===== src/rtl/cornerupdate_accel_mul_pipe_sat.sv =====
// Pipelined signed multiplier with valid/ready flow control, round-to-nearest
// right shift and signed saturation. All stages advance together on a global
// stall signal, so there is no bubble compression and no skid buffer.
module cornerupdate_accel_mul_pipe_sat #(
    parameter int A_WIDTH   = 16,
    parameter int A_SIGNED  = 0,
    parameter int B_WIDTH   = 16,
    parameter int P_WIDTH   = 22,
    parameter int SHIFT     = 8,
    parameter int NUM_STAGE = 4   // legal range 2..6
) (
    input  logic               clk,
    input  logic               reset,
    input  logic               ce,
    input  logic               in_valid,
    output logic               in_ready,
    input  logic [A_WIDTH-1:0] din0,
    input  logic [B_WIDTH-1:0] din1,
    output logic               out_valid,
    input  logic               out_ready,
    output logic [P_WIDTH-1:0] dout,
    output logic               sat
);

    // Full exact product width: A is widened by one bit so unsigned A fits as signed.
    localparam int FW  = A_WIDTH + B_WIDTH + 1;
    // Number of product register stages between the operand stage and the output stage.
    localparam int NPS = NUM_STAGE - 2;
    // Working width for rounding/compare: room for the rounding carry and for the
    // P_WIDTH limits, plus a sign bit.
    localparam int W   = ((FW + 1 > P_WIDTH) ? FW + 1 : P_WIDTH) + 1;

    localparam logic signed [W-1:0] RND   = (SHIFT > 0) ? (W'(1) << ((SHIFT > 0) ? SHIFT - 1 : 0)) : '0;
    localparam logic signed [W-1:0] P_MAX = (W'(1) << (P_WIDTH - 1)) - W'(1);
    localparam logic signed [W-1:0] P_MIN = -(W'(1) << (P_WIDTH - 1));

    // Exact signed multiply at full product width.
    function automatic logic signed [FW-1:0] mul(input logic signed [A_WIDTH:0]   a,
                                                 input logic signed [B_WIDTH-1:0] b);
        logic signed [FW-1:0] aw;
        logic signed [FW-1:0] bw;
        aw = {{B_WIDTH{a[A_WIDTH]}}, a};
        bw = {{(A_WIDTH + 1){b[B_WIDTH-1]}}, b};
        return aw * bw;
    endfunction

    // Round half toward +inf, arithmetic shift, then clip; returns {sat, dout}.
    function automatic logic [P_WIDTH:0] round_sat(input logic signed [FW-1:0] p);
        logic signed [W-1:0] ext;
        logic signed [W-1:0] r;
        ext = {{(W - FW){p[FW-1]}}, p};
        r   = (ext + RND) >>> SHIFT;
        if (r > P_MAX)      return {1'b1, P_MAX[P_WIDTH-1:0]};
        else if (r < P_MIN) return {1'b1, P_MIN[P_WIDTH-1:0]};
        else                return {1'b0, r[P_WIDTH-1:0]};
    endfunction

    logic                      adv;
    logic signed [A_WIDTH:0]   a_ext;
    logic signed [A_WIDTH:0]   a_r;
    logic signed [B_WIDTH-1:0] b_r;
    logic                      v1;
    logic signed [FW-1:0]      tail_prod;
    logic                      tail_valid;
    logic [P_WIDTH:0]          rs;

    // Global stall: everything moves only when the output slot is free or draining.
    assign adv      = ce & (~out_valid | out_ready);
    assign in_ready = adv;

    // Widen operand A according to its signedness.
    always_comb begin
        a_ext = (A_SIGNED != 0) ? {din0[A_WIDTH-1], din0} : {1'b0, din0};
    end

    // S1: register operands and the input valid bit.
    // NOTE: data registers are reset along with the valid bits so dout is a defined 0
    // after reset; the valid bits alone decide what is meaningful.
    always_ff @(posedge clk or posedge reset) begin
        if (reset) begin
            v1  <= 1'b0;
            a_r <= '0;
            b_r <= '0;
        end else if (adv) begin
            v1  <= in_valid;
            a_r <= a_ext;
            b_r <= din1;
        end
    end

    generate
        if (NUM_STAGE == 2) begin : g_direct
            // Multiply and round/saturate share the output stage.
            assign tail_prod  = mul(a_r, b_r);
            assign tail_valid = v1;
        end else begin : g_pipe
            logic signed [FW-1:0] p_q [NPS];
            logic [NPS-1:0]       v_q;

            // S2 and extra stages: register the product and shift it down the line.
            always_ff @(posedge clk or posedge reset) begin
                if (reset) begin
                    v_q <= '0;
                    for (int i = 0; i < NPS; i++) p_q[i] <= '0;
                end else if (adv) begin
                    p_q[0] <= mul(a_r, b_r);
                    v_q[0] <= v1;
                    for (int i = 1; i < NPS; i++) begin
                        p_q[i] <= p_q[i-1];
                        v_q[i] <= v_q[i-1];
                    end
                end
            end

            assign tail_prod  = p_q[NPS-1];
            assign tail_valid = v_q[NPS-1];
        end
    endgenerate

    assign rs = round_sat(tail_prod);

    // Last stage: register the rounded, saturated result and its valid bit.
    always_ff @(posedge clk or posedge reset) begin
        if (reset) begin
            out_valid <= 1'b0;
            dout      <= '0;
            sat       <= 1'b0;
        end else if (adv) begin
            out_valid <= tail_valid;
            sat       <= rs[P_WIDTH];
            dout      <= rs[P_WIDTH-1:0];
        end
    end

endmodule

===== config.mk =====
export PLATFORM = sky130hd
export DESIGN_NAME = cornerupdate_accel_mul_pipe_sat
export DESIGN_NICKNAME = d
export VERILOG_FILES = /design/src/rtl/cornerupdate_accel_mul_pipe_sat.sv
export SDC_FILE = /design/constraint.sdc
export NUM_CORES = 1
export LEC_CHECK = 0
export CELL_PAD_IN_SITES_DETAIL_PLACEMENT = 0
export CELL_PAD_IN_SITES_GLOBAL_PLACEMENT = 1
export CORE_MARGIN = 10
export CORE_UTILIZATION = 35
export DETAILED_ROUTE_END_ITERATION = 12
export PLACE_DENSITY_LB_ADDON = 0.1
export SLEW_MARGIN = 20
export SYNTH_ARGS = -nofsm -noshare
export SYNTH_HDL_FRONTEND = slang
export SYNTH_SLANG_ARGS = --single-unit

===== constraint.sdc =====
create_clock -name clk -period 16.2 [get_ports clk]
set_input_delay 3.24 -clock clk [delete_from_list [all_inputs] [get_ports clk]]
set_output_delay 3.24 -clock clk [all_outputs]
set_load 0.1 [all_outputs]

==> results of run 1 <==
[flip-flops by register name (all words and copies together), names as in the netlist]
register    flops
sat             1
out_valid       1
g_pipe.p_q     26
v1              1
dout           22
a_r            16
tail_prod      26
g_pipe.v_q      2
b_r            16
[metrics by stage]
step	instance area (sq um)	utilization, %	hold slack [ns]
3_5_place_dp	14600	38.0	0.452
3_3_place_gp	14600	38.0	0.452
4_1_cts	14900	38.8	0.475
6_report	14900	38.8	0.467
5_1_grt	14900	38.8	0.495
2_1_floorplan	13600	-	0.433
[synth_stat cells, types with 2 or more instances]
cell type / count / share of area [%]
o21bai_1: 3 / 0.17
mux2i_1: 3 / 0.22
nand2b_1: 6 / 0.28
clkbuf_1: 62 / 1.7
xnor2_1: 23 / 1.5
o31ai_1: 6 / 0.33
o211ai_1: 8 / 0.44
and3_1: 8 / 0.37
a21oi_1: 54 / 2.0
ha_1: 120 / 11
a211oi_1: 2 / 0.11
a31oi_1: 5 / 0.23
clkbuf_8: 2 / 0.20
buf_6: 2 / 0.17
o21ba_2: 2 / 0.15
inv_1: 258 / 7.1
nor3_1: 12 / 0.44
o21ai_0: 35 / 1.3
a221oi_1: 2 / 0.13
nor2b_1: 2 / 0.092
dfrtp_1: 111 / 20
nand2_1: 374 / 10
or4_1: 3 / 0.17
a211o_1: 2 / 0.13
a21o_1: 13 / 0.72
and4_1: 3 / 0.19
nand3_1: 21 / 0.77
fa_1: 193 / 28
or3_1: 2 / 0.092
o311ai_0: 6 / 0.39
nand4_1: 21 / 0.97
nor4_1: 2 / 0.092
buf_1: 5 / 0.14
and2_1: 114 / 5.2
nor2_1: 48 / 1.3
nand3b_1: 4 / 0.22
xor2_1: 15 / 0.97
nor3b_1: 2 / 0.11
o22ai_1: 2 / 0.092
[critical path, cell delays in order]
cell and delay (ns):
clkdlybuf4s50_1 0.44, o21ai_4 0.12, buf_4 0.45, clkinv_2 0.51, clkdlybuf4s50_1 1.11
[routing by layer]
layer / vias up / wire length (um) / part of all wire, %
met1: 5240 / 17200 / 48
met2: 144 / 17300 / 48
met5: - / 0 / 0
met4: 0 / 477 / 1.3
met3: 25 / 1010 / 2.8
li1: 4887 / - / -
[cell type report]
cell class / instances / area [sq um] / share of cell area (%)
Inverter: 258 / 972 / 6.50
Timing Repair Buffer: 70 / 682 / 4.56
Clock inverter: 7 / 77.6 / 0.519
Sequential cell: 111 / 2780 / 18.6
Tap cell: 518 / 648 / 4.34
Clock buffer: 9 / 225 / 1.51
Multi-Input combinational cell: 1134 / 9560 / 64.0
[final timing paths]
kind / to / slack (ns) / depth (start not counted)
setup / recovery: in_ready / 7.07 / 5
max in group asynchronous: g_pipe.p_q[65]$_DFFE_PP0P_ / 11.87 / 3
setup reg to reg: g_pipe.p_q[62]$_DFFE_PP0P_ / 9.32 / 19
hold reg to reg: tail_prod[22]$_DFFE_PP0P_ / 0.47 / 2
hold / removal: tail_prod[22]$_DFFE_PP0P_ / 0.47 / 2
min in group asynchronous: dout[8]$_DFFE_PP0P_ / 3.22 / 2
[kinds of logic (layout without fill, tap and decap cells)]
kind of cell               count (synthesis)  after routing  share of synthesized area (%)
and+or+nand+nor                          628            628                           21.1
buffers and inverters                    330            344                           9.37
adders and majority gates                313            313                           39.4
AOI/OAI and AO/OA                        152            152                           7.03
DFF                                      111            111                           20.4
xor gates and xnor gates                  38             38                           2.45
muxes                                      3              3                          0.221
[placed cells by master, fill, tap and decap left out, types with 3 or more instances in the layout]
cell type,n
nand2_1,374
inv_1,256
fa_1,193
ha_1,120
and2_1,114
dfrtp_1,111
clkdlybuf4s50_1,61
a21oi_1,54
nor2_1,48
o21ai_0,35
xnor2_1,23
nand3_1,21
nand4_1,21
xor2_1,15
a21o_1,13
nor3_1,12
clkbuf_16,9
o211ai_1,8
and3_1,8
buf_4,8
o31ai_1,6
o311ai_0,6
nand2b_1,6
a31oi_1,5
nand3b_1,4
o21bai_1,3
or4_1,3
and4_1,3
mux2i_1,3
==> flow_summary_export.csv, run 1 <==
group,metric,value,unit
cells_and_area,final-instance-count-excl-fill,2107,
synth,synth_nets,1925,
drt,first_pass_iters,5,
drt,vias,10300,
clocking,cts_made_buffers,9,
place,placedCellCount,2091,
synth,synth_area,13600,sq um
synth,synth-edff-count,0,
setup_path,end_kind,"primary output",
sta,worst_pin_slew,0.985,ns
sta,max_freq,110,MHz
drt,drt_iter0_drc,575,
setup_path,worst-path-max-fanout,51,
synth,seq_area_frac_synth,20.4,%
grt,grt_use_total,15.9,%
grt,grt_use_met1,21.8,%
sta,finalWorstSetupSlack,7.07,ns
floorplanning,die_x,217,um
synth,async_reset_ff_share,100,%
setup_path,cp.required,12.96,ns
clocking,postCtsSetupBuffers,0,
setup_path,arrival,5.89,ns
cells_and_area,area_growth,9.86,%
floorplanning,die-area,47200,sq um
hold_path,hold_class,"reg2reg",
place,place.gp.congestion,0.787,
grt,grt-ovfl-total,0,
grt,use_met3,2.25,%
sta,drv_slew,0,
place,pre_cts_ws,7.03,ns
clocking,clkTransAtPathRegs,0.09,ns
setup_path,startpoint_type,"primary input",
drt,drcViolationCount,0,
cells_and_area,fill_cells,4082,
synth,syn_inst,1575,
synth,synthFlopType,"dfrtp_1",
clocking,cts_max_path_buffers,2,
sta,fin_skew,0.0135,ns
hold_path,worstHoldStart,"g_pipe.p_q[55]$_DFFE_PP0P_",
synth,yosysWarnings,0,
drt,drt.antenna.violating_nets,0,
drt,drt-wirelength-per-cell,17.0,um
clocking,htreeDepth,3,
grt,first_global_vias,10800,
cells_and_area,diodes,0,
grt,grt_busiest_layer,"met2",
place,dp_hpwl,27.0,mm
cells_and_area,num-nets-final,1934,
floorplanning,io_pins,62,
synth,synthDistinctLibCells,58,
drt,vias_per_cell,4.89,
flow_run,maxCapViolCount,0,
place,port-buffer-count,61,
setup_path,critPathLaunch,"out_ready",
sta,hold_viol_final,0,
floorplanning,start_util,35.3,%
drt,drt-total-wl,35.9,mm
sta,relSlewSlack,34.1,%
sta,rsz0062_at_grt,"no",
synth,syn_area_per_cell,8.64,sq um
setup_path,r2r_start,"a_r[6]$_DFFE_PP0P_",
clocking,cts_hold_buf,0,
grt,use_met2,26.2,%
cells_and_area,drive_gt1_share,2.27,%
clocking,cts_resized,0,
floorplanning,fp.dieH,217,um
clocking,clk_latency,0.39,ns
setup_path,crit_type,"in2out",
synth,synth-seq-cells,111,
sta,fin_crit,9.13,ns
clocking,cts-root-buf,"clkbuf_16",
grt,grt_pass1_wl,59.5,mm
sta,fin_setup_tns,0,ns
clocking,cts.sinks,111,
sta,setup_viol,0,
floorplanning,core,38600,sq um
grt,grt_max_degree,78,
sta,fin_crit_sh,56.3,%
grt,antenna_found_initial,0,
status,status,"finished, final reports clean",
floorplanning,rows,72,
clocking,cts_tree,"built",
Power of run 1 is not shown: default switching activity piles up to over one toggle a cycle in this logic, so the estimate is an artifact.
==> run 2, diff against run 1 <==
clock period = 8.8 ns   (was 16.2 ns; I/O delays follow)
==> flow_summary_export.csv, run 2 (synthesis results as in run 1) <==
group,metric,value,unit
status,status,"finished, final reports clean",
floorplanning,rows,72,
clocking,clkTransAtPathRegs,0.09,ns
drt,drcViolationCount,0,
grt,grt_pass1_wl,59.8,mm
cells_and_area,utilization,38.7,%
sta,fin_skew,0.0198,ns
sta,max_freq,149,MHz
sta,fin_crit,6.69,ns
clocking,clk_latency,0.39,ns
drt,drt_iter0_drc,449,
drt,first_pass_iters,5,
setup_path,r2r_end,"g_pipe.p_q[65]$_DFFE_PP0P_",
floorplanning,io_pins,62,
cells_and_area,fill_cells,4090,
floorplanning,start_util,35.3,%
setup_path,arrival,6.96,ns
setup_path,cp_cell_sequence,"and2_1 -> fa_1 -> inv_1 -> fa_1 -> fa_1 -> fa_1 -> inv_1 -> fa_1 -> inv_1 -> fa_1 -> inv_1 -> ha_1 -> a21oi_1 -> nor2b_1 -> o31ai_1 -> a31oi_1 -> a21boi_1 -> nor2_1 -> o311ai_0",
setup_path,path_delay_family,"adder cells",
drt,vias_per_cell,4.86,
setup_path,startpoint_type,"flop",
floorplanning,fp.dieH,217,um
cells_and_area,diodes,0,
flow_run,maxCapViolCount,0,
place,port-buffer-count,61,
drt,drt-wirelength-per-cell,17.1,um
cells_and_area,drive_gt1_share,1.96,%
floorplanning,die-area,47200,sq um
setup_path,rrSetupSlack,2.11,ns
clocking,cts.sinks,111,
sta,worst_pin_slew,0.994,ns
sta,fin_crit_sh,76.1,%
setup_path,cp.required,9.07,ns
clocking,cts_resized,0,
setup_path,cp.depth,19,
sta,relSlewSlack,33.5,%
grt,grt_use_total,15.9,%
sta,drv_slew,0,
cells_and_area,area.sequential,2780,sq um
setup_path,reg2reg_depth,19,
cells_and_area,final_common_cell,"nand2_1",
floorplanning,core,38600,sq um
drt,vias,10200,
grt,antenna_found_initial,0,
setup_path,r2r_start,"a_r[5]$_DFFE_PP0P_",
setup_path,critical_path.endpoint,"g_pipe.p_q[65]$_DFFE_PP0P_",
place,pre_cts_ws,2.10,ns
clocking,postCtsSetupBuffers,0,
setup_path,cp.buffers_inverters,4,
setup_path,critPathMaxStageDelay,0.63,ns
floorplanning,die_x,217,um
sta,fin_setup_tns,0,ns
setup_path,worst-path-max-fanout,17,
setup_path,crit_slowest_cell,"dfrtp_1",
sta,fin_hold_ws,0.470,ns
cells_and_area,multi_input_area,9560,sq um
sta,finalWorstSetupSlack,2.11,ns
setup_path,critPathLaunch,"a_r[5]$_DFFE_PP0P_",
hold_path,hold_class,"reg2reg",
setup_path,path_common_cell,"fa_1",
sta,rsz0062_at_grt,"no",
setup_path,crit_type,"reg2reg",
grt,grt_max_degree,105,
grt,grt-ovfl-total,0,
sta,setup_viol,0,
clocking,cts_hold_buf,0,
place,place.gp.congestion,0.803,
clocking,cts_made_buffers,9,
drt,drt.antenna.violating_nets,0,
clocking,cts_tree,"built",
cells_and_area,area_growth,9.76,%
cells_and_area,num-nets-final,1929,
drt,drt-total-wl,36.0,mm
clocking,cts_max_path_buffers,2,
grt,first_global_vias,10900,
setup_path,end_kind,"flop",
sta,hold_viol_final,0,
clocking,htreeDepth,3,
place,dp_hpwl,27.5,mm
clocking,cts-root-buf,"clkbuf_16",
cells_and_area,final_cell_mix,"nand2_1, inv_1, fa_1",
## run 2: tightest hold or removal path, stage by stage (launching register included)
cell and delay [ns]:
dfrtp_1 0.35, nand2_1 0.05, nand2_1 0.05
## run 2: area by class of cell
type                            count  share of cell area, %
Clock buffer                       10                   1.60
Clock inverter                      6                  0.528
Inverter                          258                   6.51
Multi-Input combinational cell   1134                   64.0
Sequential cell                   111                   18.6
Tap cell                          518                   4.34
Timing Repair Buffer               65                   4.37
## run 2: worst min-delay path by stage
stage / to / cells after the start / from / slack, ns
after floorplan: tail_prod[27]$_DFFE_PP0P_ / 2 / g_pipe.p_q[60]$_DFFE_PP0P_ / 0.43
after global placement: g_pipe.v_q[1]$_DFFE_PP0P_ / 2 / g_pipe.v_q[0]$_DFFE_PP0P_ / 0.45
after detailed placement: tail_prod[22]$_DFFE_PP0P_ / 2 / g_pipe.p_q[55]$_DFFE_PP0P_ / 0.46
after CTS: tail_prod[12]$_DFFE_PP0P_ / 2 / g_pipe.p_q[45]$_DFFE_PP0P_ / 0.48
after global routing: g_pipe.v_q[0]$_DFFE_PP0P_ / 2 / g_pipe.v_q[0]$_DFFE_PP0P_ / 0.50
final: tail_prod[12]$_DFFE_PP0P_ / 2 / g_pipe.p_q[45]$_DFFE_PP0P_ / 0.47
## run 2: metrics by stage
stage / std cells / area [sq um]
after global placement: 2086 / 14600
after CTS: 2102 / 14900
after detailed placement: 2086 / 14600
final: 2102 / 14900
after floorplan: 1575 / 13600
after global routing: 2102 / 14900
## run 2: routing by layer
layer | global-route usage (%) | vias up | share of wire, %
met2 | 27.2 | 109 | 50
met4 | 2.63 | 0 | 0.89
met5 | 0 | - | 0
met3 | 2.08 | 12 | 2.3
li1 | - | 4885 | -
met1 | 21.2 | 5207 | 47
Power of run 2 is left out for the same reason.
==> run 3, diff against run 2 <==
clock period = 5.5 ns   (was 8.8 ns; I/O delays follow)
==> flow_summary_export.csv, run 3 (synthesis results as in run 1) <==
group,metric,value,unit
cells_and_area,final_cell_mix,"nand2_1, inv_1, fa_1",
cells_and_area,num-nets-final,2099,
grt,first_global_vias,11700,
clocking,cts_tree,"built",
setup_path,cp.required,5.80,ns
sta,max_freq,176,MHz
drt,drt_iter0_drc,524,
clocking,cts_max_path_buffers,2,
floorplanning,fp.dieH,217,um
place,placedCellCount,2237,
hold_path,hold_class,"reg2reg",
clocking,cts_made_buffers,9,
clocking,cts_hold_buf,0,
drt,drt-total-wl,37.9,mm
grt,grt_pass1_wl,63.1,mm
floorplanning,die-area,47200,sq um
floorplanning,start_util,35.3,%
grt,grt-ovfl-total,0,
setup_path,r2r_end,"g_pipe.p_q[63]$_DFFE_PP0P_",
floorplanning,die_x,217,um
place,place.gp.congestion,0.834,
hold_path,worstHoldEndpoint,"g_pipe.v_q[0]$_DFFE_PP0P_",
sta,setup_viol,16,
drt,first_pass_iters,5,
cells_and_area,area_growth,24.5,%
sta,fin_crit,5.68,ns
setup_path,cp.buffers_inverters,7,
floorplanning,core,38600,sq um
drt,vias,10900,
setup_path,rrSetupSlack,-0.18,ns
grt,grt_use_total,16.8,%
setup_path,arrival,5.98,ns
cells_and_area,final-instance-count-excl-fill,2272,
clocking,htreeDepth,3,
setup_path,startpoint_type,"flop",
grt,antenna_found_initial,0,
cells_and_area,drive_gt1_share,17.2,%
setup_path,r2r_start,"a_r[6]$_DFFE_PP0P_",
setup_path,crit_type,"reg2reg",
sta,relSlewSlack,33.4,%
sta,finalWorstSetupSlack,-0.180,ns
setup_path,end_kind,"flop",
hold_path,hold_path_depth,2,
clocking,clkTransAtPathRegs,0.09,ns
clocking,clk_latency,0.38,ns
sta,drv_slew,0,
sta,worst_pin_slew,0.995,ns
status,status,"complete, but fails checks",
sta,hold_viol_final,0,
setup_path,reg2reg_depth,21,
status,violations,"setup timing",
place,port-buffer-count,61,
setup_path,critPathMaxStageDelay,0.58,ns
drt,drt.antenna.violating_nets,0,
hold_path,worstHoldStart,"v1$_DFFE_PP0P_",
setup_path,path_delay_family,"adder cells",
sta,fin_crit_sh,103,%
clocking,cts-root-buf,"clkbuf_16",
floorplanning,rows,72,
grt,grt_max_degree,69,
place,dp_hpwl,30.8,mm
floorplanning,io_pins,62,
drt,vias_per_cell,4.80,
sta,fin_skew,0.0169,ns
setup_path,worst-path-max-fanout,7,
cells_and_area,diodes,0,
cells_and_area,final_common_cell,"nand2_1",
flow_run,maxCapViolCount,0,
drt,drcViolationCount,0,
clocking,cts.sinks,111,
sta,rsz0062_at_grt,"yes",
setup_path,crit_slowest_cell,"fa_2",
drt,drt-wirelength-per-cell,16.7,um
setup_path,cp_cell_sequence,"buf_6 -> and2_4 -> fa_1 -> inv_1 -> fa_2 -> fa_2 -> inv_2 -> fa_1 -> fa_1 -> inv_2 -> fa_1 -> inv_2 -> ha_4 -> nor2b_4 -> buf_4 -> o311ai_2 -> buf_4 -> nand4_1 -> nand4_1 -> nand2_2 -> o31ai_2",
setup_path,path_common_cell,"fa_1",
==> run 3: changes by cell type in the layout (fill, tap and decap cells not counted), sizes merged <==
cell / previous run / this run
buf: 4 / 175
clkinv: 1 / 5
inv: 262 / 259
bufinv: 1 / 0
clkbuf: 10 / 9
clkdlybuf4s50: 61 / 60
clkinvlp: 0 / 1
==> run 3: area by class of cell <==
cell class	count	area, sq um
repair buffers	235	2140
fillers	3952	21600
multi-input cells	1134	10100
clock buffers	9	225
clock inverters	7	85.1
inverters	258	972
well taps	518	648
flip-flops and latches	111	2790
==> run 3: worst max-delay path by stage <==
stage / cells after the start / start / end / slack, ns
CTS: 20 / a_r[6]$_DFFE_PP0P_ / g_pipe.p_q[51]$_DFFE_PP0P_ / -0.20
global route: 20 / a_r[5]$_DFFE_PP0P_ / g_pipe.p_q[65]$_DFFE_PP0P_ / -0.37
global placement: 21 / b_r[6]$_DFFE_PP0P_ / g_pipe.p_q[63]$_DFFE_PP0P_ / -0.56
finish: 21 / a_r[6]$_DFFE_PP0P_ / g_pipe.p_q[63]$_DFFE_PP0P_ / -0.18
detailed placement: 20 / b_r[6]$_DFFE_PP0P_ / g_pipe.p_q[63]$_DFFE_PP0P_ / -0.61
floorplan: 21 / b_r[4]$_DFFE_PP0P_ / g_pipe.p_q[62]$_DFFE_PP0P_ / 0.006
==> run 3: through the flow <==
stage	area, sq um	setup WS, ns	util (%)	hold WS, ns	TNS [ns]
4_1_cts	16800	-0.197	43.6	0.463	-1.91
5_1_grt	16900	-0.374	43.9	0.499	-5.29
6_report	16900	-0.180	43.9	0.467	-1.61
3_3_place_gp	16000	-0.560	41.6	0.450	-6.70
3_5_place_dp	16000	-0.609	41.6	0.450	-7.38
2_1_floorplan	13800	0.00616	-	0.433	0
==> run 3: repair_timing <==
item                                    in CTS  in global routing
resized for setup                           88                 30
pin swaps                                   76                 16
endpoints found under the setup margin      21                 22
gates cloned                                 0                  0
setup buffers                               20                  2
hold endpoints to repair                     0                  0
==> run 3: metal layers <==
metal	track usage, %	vias up	routed length (um)
li1	-	5223	-
met5	0	-	0
met3	1.93	25	873
met4	3.71	0	482
met2	29.1	127	19200
met1	22.2	5521	17300
==> run 3: worst min-delay path, stage by stage (launching register included) <==
cell and delay (ns):
dfrtp_1 0.35, nand2_1 0.05, nand2_1 0.05
Power of run 3 is left out for the same reason.
